[src/rtl/tester_ctrl_pkg.sv]
// Shared types and command constants for the tester control FSM.
package tester_ctrl_pkg;

    typedef enum logic [2:0] {
        S_IDLE    = 3'd0,
        S_ARG     = 3'd1,
        S_RD      = 3'd2,
        S_WRITE_C = 3'd3,
        S_WRITE_S = 3'd4,
        S_RESET   = 3'd5,
        S_WAIT    = 3'd6,
        S_SEND    = 3'd7
    } state_e;

    localparam logic [1:0] OP_NOP   = 2'b00;
    localparam logic [1:0] OP_SEND  = 2'b01;
    localparam logic [1:0] OP_SETUP = 2'b10;
    localparam logic [1:0] OP_RESET = 2'b11;

    localparam logic [5:0] CH_ALL  = 6'h3F;
    localparam logic [1:0] UTX_TAG = 2'b01;

endpackage

[src/rtl/tester_ctrl_timer.sv]
// Loadable down-counter with zero flag; shared by the reset pulse and the watchdog.
module tester_ctrl_timer #(
    parameter int unsigned W = 8
) (
    input  logic         i_clk,
    input  logic         i_rst_n,
    input  logic         i_load,
    input  logic [W-1:0] i_load_val,
    output logic         o_zero_c
);

    logic [W-1:0] r_cnt;

    always_ff @(posedge i_clk or negedge i_rst_n) begin
        if (!i_rst_n)
            r_cnt <= '0;
        else if (i_load)
            r_cnt <= i_load_val;
        else if (r_cnt != '0)
            r_cnt <= r_cnt - 1'b1;
    end

    assign o_zero_c = (r_cnt == '0);

endmodule

[src/rtl/tester_ctrl_fsm.sv]
// Tester control FSM: decodes UART commands/switches, sequences memory RMW and UART echo.
// Define TESTER_WDT_EN to enable the watchdog in ARG/WRITE_*/WAIT/SEND.
module tester_ctrl_fsm
    import tester_ctrl_pkg::*;
#(
    parameter int unsigned N_CH       = 4,
    parameter int unsigned DATA_W     = 6,
    parameter int unsigned RST_CYCLES = 16,
    parameter int unsigned TIMEOUT    = 1024
) (
    input  logic                                in_clk,
    input  logic                                in_rst,
    input  logic [N_CH-1:0]                     in_push_sw,
    input  logic                                in_push_rst,
    input  logic [7:0]                          in_urx,
    input  logic                                in_urx_vld,
    input  logic [DATA_W-1:0]                   in_mem,
    input  logic                                in_mem_w_rd,
    input  logic                                in_utx_s_bs,
    input  logic                                in_utx_s_rd,
    output logic [((N_CH > 1) ? $clog2(N_CH) : 1)-1:0] out_mem_addr,
    output logic [DATA_W-1:0]                   out_mem,
    output logic                                out_mem_w_en,
    output logic [7:0]                          out_utx_data,
    output logic                                out_utx_s_en,
    output logic                                out_rst,
    output logic                                out_err
);

    localparam int unsigned CH_W    = (N_CH > 1) ? $clog2(N_CH) : 1;
    localparam int unsigned TMR_MAX = (RST_CYCLES > TIMEOUT) ? RST_CYCLES : TIMEOUT;
    localparam int unsigned TMR_W   = $clog2(TMR_MAX + 1);

    state_e              r_state, w_state_nxt;
    logic [CH_W-1:0]     r_addr, w_addr_nxt;
    logic [DATA_W-1:0]   r_mem, w_mem_nxt;
    logic                r_w_en, w_w_en_nxt;
    logic [7:0]          r_utx, w_utx_nxt;
    logic                r_s_en, w_s_en_nxt;
    logic                r_rst, w_rst_nxt;
    logic                r_err, w_err_nxt;
    logic                r_rmw, w_rmw_nxt;
    logic                r_all, w_all_nxt;

    logic [CH_W-1:0]     w_sw_ch;
    logic [5:0]          w_cmd_ch;
    logic                w_ch_ok;
    logic                w_tmr_load;
    logic [TMR_W-1:0]    w_tmr_val;
    logic                w_tmr_zero;

    assign w_cmd_ch = in_urx[5:0];
    assign w_ch_ok  = (32'(w_cmd_ch) < N_CH);

    // Lowest-numbered pressed switch wins.
    always_comb begin
        w_sw_ch = '0;
        for (int i = int'(N_CH) - 1; i >= 0; i--)
            if (in_push_sw[i]) w_sw_ch = CH_W'(i);
    end

`ifdef TESTER_WDT_EN
    assign w_tmr_load = (w_state_nxt != r_state);
`else
    assign w_tmr_load = (w_state_nxt != r_state) && (w_state_nxt == S_RESET);
`endif
    assign w_tmr_val = (w_state_nxt == S_RESET) ? TMR_W'(RST_CYCLES - 1) : TMR_W'(TIMEOUT - 1);

    tester_ctrl_timer #(.W(TMR_W)) u_timer (
        .i_clk      (in_clk),
        .i_rst_n    (in_rst),
        .i_load     (w_tmr_load),
        .i_load_val (w_tmr_val),
        .o_zero_c   (w_tmr_zero)
    );

    always_ff @(posedge in_clk or negedge in_rst) begin
        if (!in_rst) begin
            r_state <= S_IDLE;
            r_addr  <= '0;
            r_mem   <= '0;
            r_w_en  <= 1'b0;
            r_utx   <= '0;
            r_s_en  <= 1'b0;
            r_rst   <= 1'b1;
            r_err   <= 1'b0;
            r_rmw   <= 1'b0;
            r_all   <= 1'b0;
        end else begin
            r_state <= w_state_nxt;
            r_addr  <= w_addr_nxt;
            r_mem   <= w_mem_nxt;
            r_w_en  <= w_w_en_nxt;
            r_utx   <= w_utx_nxt;
            r_s_en  <= w_s_en_nxt;
            r_rst   <= w_rst_nxt;
            r_err   <= w_err_nxt;
            r_rmw   <= w_rmw_nxt;
            r_all   <= w_all_nxt;
        end
    end

    always_comb begin
        w_state_nxt = r_state;
        w_addr_nxt  = r_addr;
        w_mem_nxt   = r_mem;
        w_w_en_nxt  = r_w_en;
        w_utx_nxt   = r_utx;
        w_s_en_nxt  = r_s_en;
        w_rst_nxt   = r_rst;
        w_err_nxt   = 1'b0;
        w_rmw_nxt   = r_rmw;
        w_all_nxt   = r_all;

        case (r_state)
            S_IDLE: begin
                if (|in_push_sw) begin
                    w_addr_nxt  = w_sw_ch;
                    w_rmw_nxt   = 1'b1;
                    w_state_nxt = S_RD;
                end else if (in_urx_vld) begin
                    case (in_urx[7:6])
                        OP_SEND: begin
                            if (w_cmd_ch == CH_ALL) begin
                                w_all_nxt   = 1'b1;
                                w_addr_nxt  = '0;
                                w_rmw_nxt   = 1'b0;
                                w_state_nxt = S_RD;
                            end else if (w_ch_ok) begin
                                w_addr_nxt  = CH_W'(w_cmd_ch);
                                w_rmw_nxt   = 1'b0;
                                w_state_nxt = S_RD;
                            end else begin
                                w_err_nxt = 1'b1;
                            end
                        end
                        OP_SETUP: begin
                            if (w_ch_ok) begin
                                w_addr_nxt  = CH_W'(w_cmd_ch);
                                w_state_nxt = S_ARG;
                            end else begin
                                w_err_nxt = 1'b1;
                            end
                        end
                        OP_RESET: begin
                            w_rst_nxt   = 1'b0;
                            w_state_nxt = S_RESET;
                        end
                        default: ;
                    endcase
                end else if (in_push_rst) begin
                    w_rst_nxt   = 1'b0;
                    w_state_nxt = S_RESET;
                end
            end
            S_ARG: begin
                if (in_urx_vld) begin
                    w_mem_nxt   = in_urx[DATA_W-1:0];
                    w_w_en_nxt  = 1'b1;
                    w_state_nxt = S_WRITE_C;
                end
            end
            // Switch path toggles the flag bit; otherwise latch the echo byte.
            S_RD: begin
                if (r_rmw) begin
                    w_mem_nxt             = in_mem;
                    w_mem_nxt[DATA_W-1]   = ~in_mem[DATA_W-1];
                    w_w_en_nxt            = 1'b1;
                    w_rmw_nxt             = 1'b0;
                    w_state_nxt           = S_WRITE_S;
                end else begin
                    w_utx_nxt   = {UTX_TAG, 6'(in_mem)};
                    w_state_nxt = S_WAIT;
                end
            end
            S_WRITE_C, S_WRITE_S: begin
                if (in_mem_w_rd) begin
                    w_w_en_nxt  = 1'b0;
                    w_state_nxt = S_RD;
                end
            end
            S_WAIT: begin
                if (!in_utx_s_bs) begin
                    w_s_en_nxt  = 1'b1;
                    w_state_nxt = S_SEND;
                end
            end
            S_SEND: begin
                if (in_utx_s_rd) begin
                    w_s_en_nxt = 1'b0;
                    if (r_all && (r_addr != CH_W'(N_CH - 1))) begin
                        w_addr_nxt  = r_addr + 1'b1;
                        w_state_nxt = S_RD;
                    end else begin
                        w_all_nxt   = 1'b0;
                        w_state_nxt = S_IDLE;
                    end
                end
            end
            S_RESET: begin
                if (w_tmr_zero) begin
                    w_rst_nxt   = 1'b1;
                    w_state_nxt = S_IDLE;
                end
            end
            default: w_state_nxt = S_IDLE;
        endcase

`ifdef TESTER_WDT_EN
        // A legitimate exit in the expiry cycle takes precedence over the timeout.
        if ((r_state == S_ARG || r_state == S_WRITE_C || r_state == S_WRITE_S ||
             r_state == S_WAIT || r_state == S_SEND) &&
            w_tmr_zero && (w_state_nxt == r_state)) begin
            w_err_nxt   = 1'b1;
            w_w_en_nxt  = 1'b0;
            w_s_en_nxt  = 1'b0;
            w_all_nxt   = 1'b0;
            w_rmw_nxt   = 1'b0;
            w_state_nxt = S_IDLE;
        end
`endif
    end

    assign out_mem_addr = r_addr;
    assign out_mem      = r_mem;
    assign out_mem_w_en = r_w_en;
    assign out_utx_data = r_utx;
    assign out_utx_s_en = r_s_en;
    assign out_rst      = r_rst;
    assign out_err      = r_err;

endmodule

[config.mk]
export PLATFORM = sky130hd
export DESIGN_NAME = tester_ctrl_fsm
export DESIGN_NICKNAME = d
export VERILOG_FILES = /design/src/rtl/tester_ctrl_pkg.sv /design/src/rtl/tester_ctrl_timer.sv /design/src/rtl/tester_ctrl_fsm.sv
export SDC_FILE = /design/constraint.sdc
export NUM_CORES = 1
export LEC_CHECK = 0
export BUFFER_PORTS_ARGS = -buffer_cell sky130_fd_sc_hd__buf_4
export CORE_ASPECT_RATIO = 1.75
export CORE_MARGIN = 1
export CORE_UTILIZATION = 45
export CTS_BUF_LIST = sky130_fd_sc_hd__clkbuf_8
export DETAILED_ROUTE_END_ITERATION = 10
export GPL_TIMING_DRIVEN = 0
export PLACE_DENSITY = 0.73
export SLEW_MARGIN = 10
export SYNTH_ARGS = -nofsm -noshare
export SYNTH_HDL_FRONTEND = slang
export SYNTH_SLANG_ARGS = --single-unit
[constraint.sdc]
create_clock -name in_clk -period 2.2 [get_ports in_clk]
set_clock_uncertainty 0.2 [all_clocks]
set_input_delay 0.66 -clock in_clk [delete_from_list [all_inputs] [get_ports in_clk]]
set_output_delay 0.66 -clock in_clk [all_outputs]
set_load 0.01 [all_outputs]
==> impl_metrics.env <==
export IMPL_cpPeakStageDelay_ps=560
export IMPL_hpwl_um=3850
export IMPL_clock_latency_ps=290
export IMPL_rsz0062_at_grt="true"
export IMPL_final_cell_mix="buf_4, dfrtp_1, nor2_1"
export IMPL_ys_types=49
export IMPL_yosysTopAreaCell="dfrtp_1"
export IMPL_ant_nets=0
export IMPL_drive_gt1_share_pct=36.3
export IMPL_wl_um=5340
export IMPL_vias=1920
export IMPL_path_clk_slew_ps=70
export IMPL_synth_warnings=0
export IMPL_grt_pass1_wl_um=8380
export IMPL_maxCapViolCount=0
export IMPL_setup_viol=10
export IMPL_path_max_fanout=4
export IMPL_worstPathCellList="buf_6 -> or4_4 -> nor4_4 -> o311a_4 -> a211oi_4 -> buf_4 -> o31ai_2"
export IMPL_antenna_found_initial=0
export IMPL_worst_endpoint_required_ps=2200
export IMPL_fin_ws_ps=-47.8
export IMPL_clock_path_buffers=2
export IMPL_worstHoldPathType="in -> async"
export IMPL_first_global_vias=1867
export IMPL_synth_seq_cells=35
export IMPL_crit_type="in -> reg"
export IMPL_port_buffers=43
export IMPL_dieArea_sq_um=5000
export IMPL_remaining_drc_errors=0
export IMPL_track_usage_pct=23.0
export IMPL_gp_congestion=0.846
export IMPL_core_area_sq_um=4440
export IMPL_synthCells=229
export IMPL_max_freq_ghz=0.445
export IMPL_max_vdd_ir_drop_mv=0.993
export IMPL_power_w=0.00370
export IMPL_syn_area_per_cell_sq_um=9.25
export IMPL_area_growth_pct=32.8
export IMPL_dieWidth_um=53.9
export IMPL_grt_overflow=0
export IMPL_synth_flop_cell="dfrtp_1"
export IMPL_initial_core_util_pct=47.7
export IMPL_diodes=0
export IMPL_routed_via_density=5.60
export IMPL_drv_slew=0
export IMPL_synth_edff_count=0
export IMPL_cts_num_sinks=35
export IMPL_start_kind="primary input"
export IMPL_wl_per_cell_um=15.6
export IMPL_pre_cts_slack_ps=-446
export IMPL_ys_async_sr_fraction_pct=100
export IMPL_grt_max_degree=36
export IMPL_synth_top_area_share_pct=40.2
export IMPL_htree_levels=2
export IMPL_crit_path_top_delay_cell="or4_4"
export IMPL_powerDensity_nw_per_um2=1320
export IMPL_arrival_ps=2250
export IMPL_row_count=32
export IMPL_drt_pass1_iter_count=4
export IMPL_syn_num_nets=260
export IMPL_yosys_top_cells_area="dfrtp_1, mux2_2, nor2_1"
export IMPL_fin_crit_ps=2250
export IMPL_leakagePower_nw=1.25
export IMPL_hold_viol_final=0
export IMPL_violations="setup timing"
export IMPL_crit_path_end_kind="flip-flop"
export IMPL_ios=45
export IMPL_fin_setup_tns_ps=-272
export IMPL_die_h_um=92.8
export IMPL_yosysSeqAreaShare_pct=41.4
export IMPL_root_buffer="clkbuf_8"
export IMPL_drt_iter0_drc=55
export IMPL_period_share_pct=102
export IMPL_status="complete, but fails checks"
export IMPL_layout_nets=322
export IMPL_cts_made_buffers=5
export IMPL_cts_tree="built"
export IMPL_final_common_cell="buf_4"
export IMPL_synth_area_sq_um=2120
-- final timing paths --
path | start | endpoint | slack, ps | cells after the start
max reg2reg | u_timer.r_cnt[3]$_DFFE_PN0P_ | u_timer.r_cnt[8]$_DFFE_PN0P_ | 20 | 6
min | in_rst | out_mem[0]$_DFFE_PN0P_ | 120 | 1
max in group asynchronous | in_rst | out_rst$_DFFE_PN1P_ | 1330 | 1
min in group in_clk | out_utx_data[6]$_DFFE_PN0P_ | out_utx_data[6]$_DFFE_PN0P_ | 270 | 1
max | in_push_sw[1] | u_timer.r_cnt[3]$_DFFE_PN0P_ | -50 | 7
min reg2reg | out_utx_data[6]$_DFFE_PN0P_ | out_utx_data[6]$_DFFE_PN0P_ | 270 | 1
-- layer usage --
| layer | routed length [um] | track usage, % | vias to the layer above |
|---|---|---|---|
| met3 | 222 | 4.60 | 9 |
| met2 | 3030 | 43.0 | 47 |
| met1 | 1980 | 22.6 | 928 |
| met4 | 105 | 9.87 | 0 |
| li1 | - | - | 936 |
| met5 | 0 | 0 | - |
-- cell type report --
| cell class | instances | area, sq um |
|---|---|---|
| plain buffers | 10 | 66.3 |
| clock inverters | 3 | 12.5 |
| inverters | 11 | 41.3 |
| fillers | 395 | 1630 |
| flip-flops and latches | 35 | 878 |
| well taps | 51 | 63.8 |
| multi-input cells | 173 | 1250 |
| repair buffers | 55 | 432 |
| clock buffers | 5 | 68.8 |
-- through the flow --
step	std cells	hold WS, ps	utilization, %	cell area (sq um)
global route	343	155	63.3	2810
finish	343	120	63.3	2810
detailed placement	323	262	56.4	2500
CTS	336	132	59.5	2640
floorplan	229	164	-	2120
global placement	323	256	56.4	2500
-- synth_stat cells, drive strengths merged (3+ instances only) --
cell type / count
a31oi: 7
o21ai: 13
inv: 11
nand3: 9
nand2: 20
a21oi: 14
o31ai: 6
xor2: 7
mux2i: 8
nor2: 24
nor3: 6
clkbuf: 5
buf: 5
ha: 6
mux2: 8
or2: 3
and2: 3
nor2b: 5
dfrtp: 34
nor4: 4
-- sequential cells by signal, summed over array words and instances (netlist names) --
name,flops
out_utx_s_en,1
r_rmw,1
out_rst,1
r_all,1
u_timer.r_cnt,11
out_mem,6
out_err,1
r_state,3
out_mem_w_en,1
out_mem_addr,2
out_utx_data,7
-- critical path, delay by kind of cell --
family	cells	cell delay (ps)
and+or+nand+nor	2	810
AOI/OAI and AO/OA	3	510
buffers and inverters	2	250
-- power by group --
group,switching (W),total [W],internal (W)
clock network,0.000226,0.000439,0.000213
logic,0.00110,0.00207,0.000967
registers,0.000248,0.00119,0.000944
total,0.00158,0.00370,0.00212
-- cell families (layout without fill, tap and decap cells) --
| group | Yosys count | in the layout | share of synthesized area [%] |
|---|---|---|---|
| and+or+nand+nor | 90 | 90 | 22.8 |
| adders and majority gates | 6 | 6 | 3.54 |
| xor gates and xnor gates | 8 | 8 | 3.31 |
| AOI/OAI and AO/OA | 52 | 52 | 16.0 |
| buffers and inverters | 21 | 84 | 4.73 |
| muxes | 16 | 16 | 8.03 |
| other | 1 | 1 | 0.177 |
| DFF | 35 | 35 | 41.4 |
-- what timing repair did --
action                     CTS  global route
gates resized for setup      5            32
setup endpoints to repair   11            19
pin swaps                   16            14
setup buffers                5             7
hold buffers                 0             0
No activity file was read; power rests on OpenSTA's default activity.
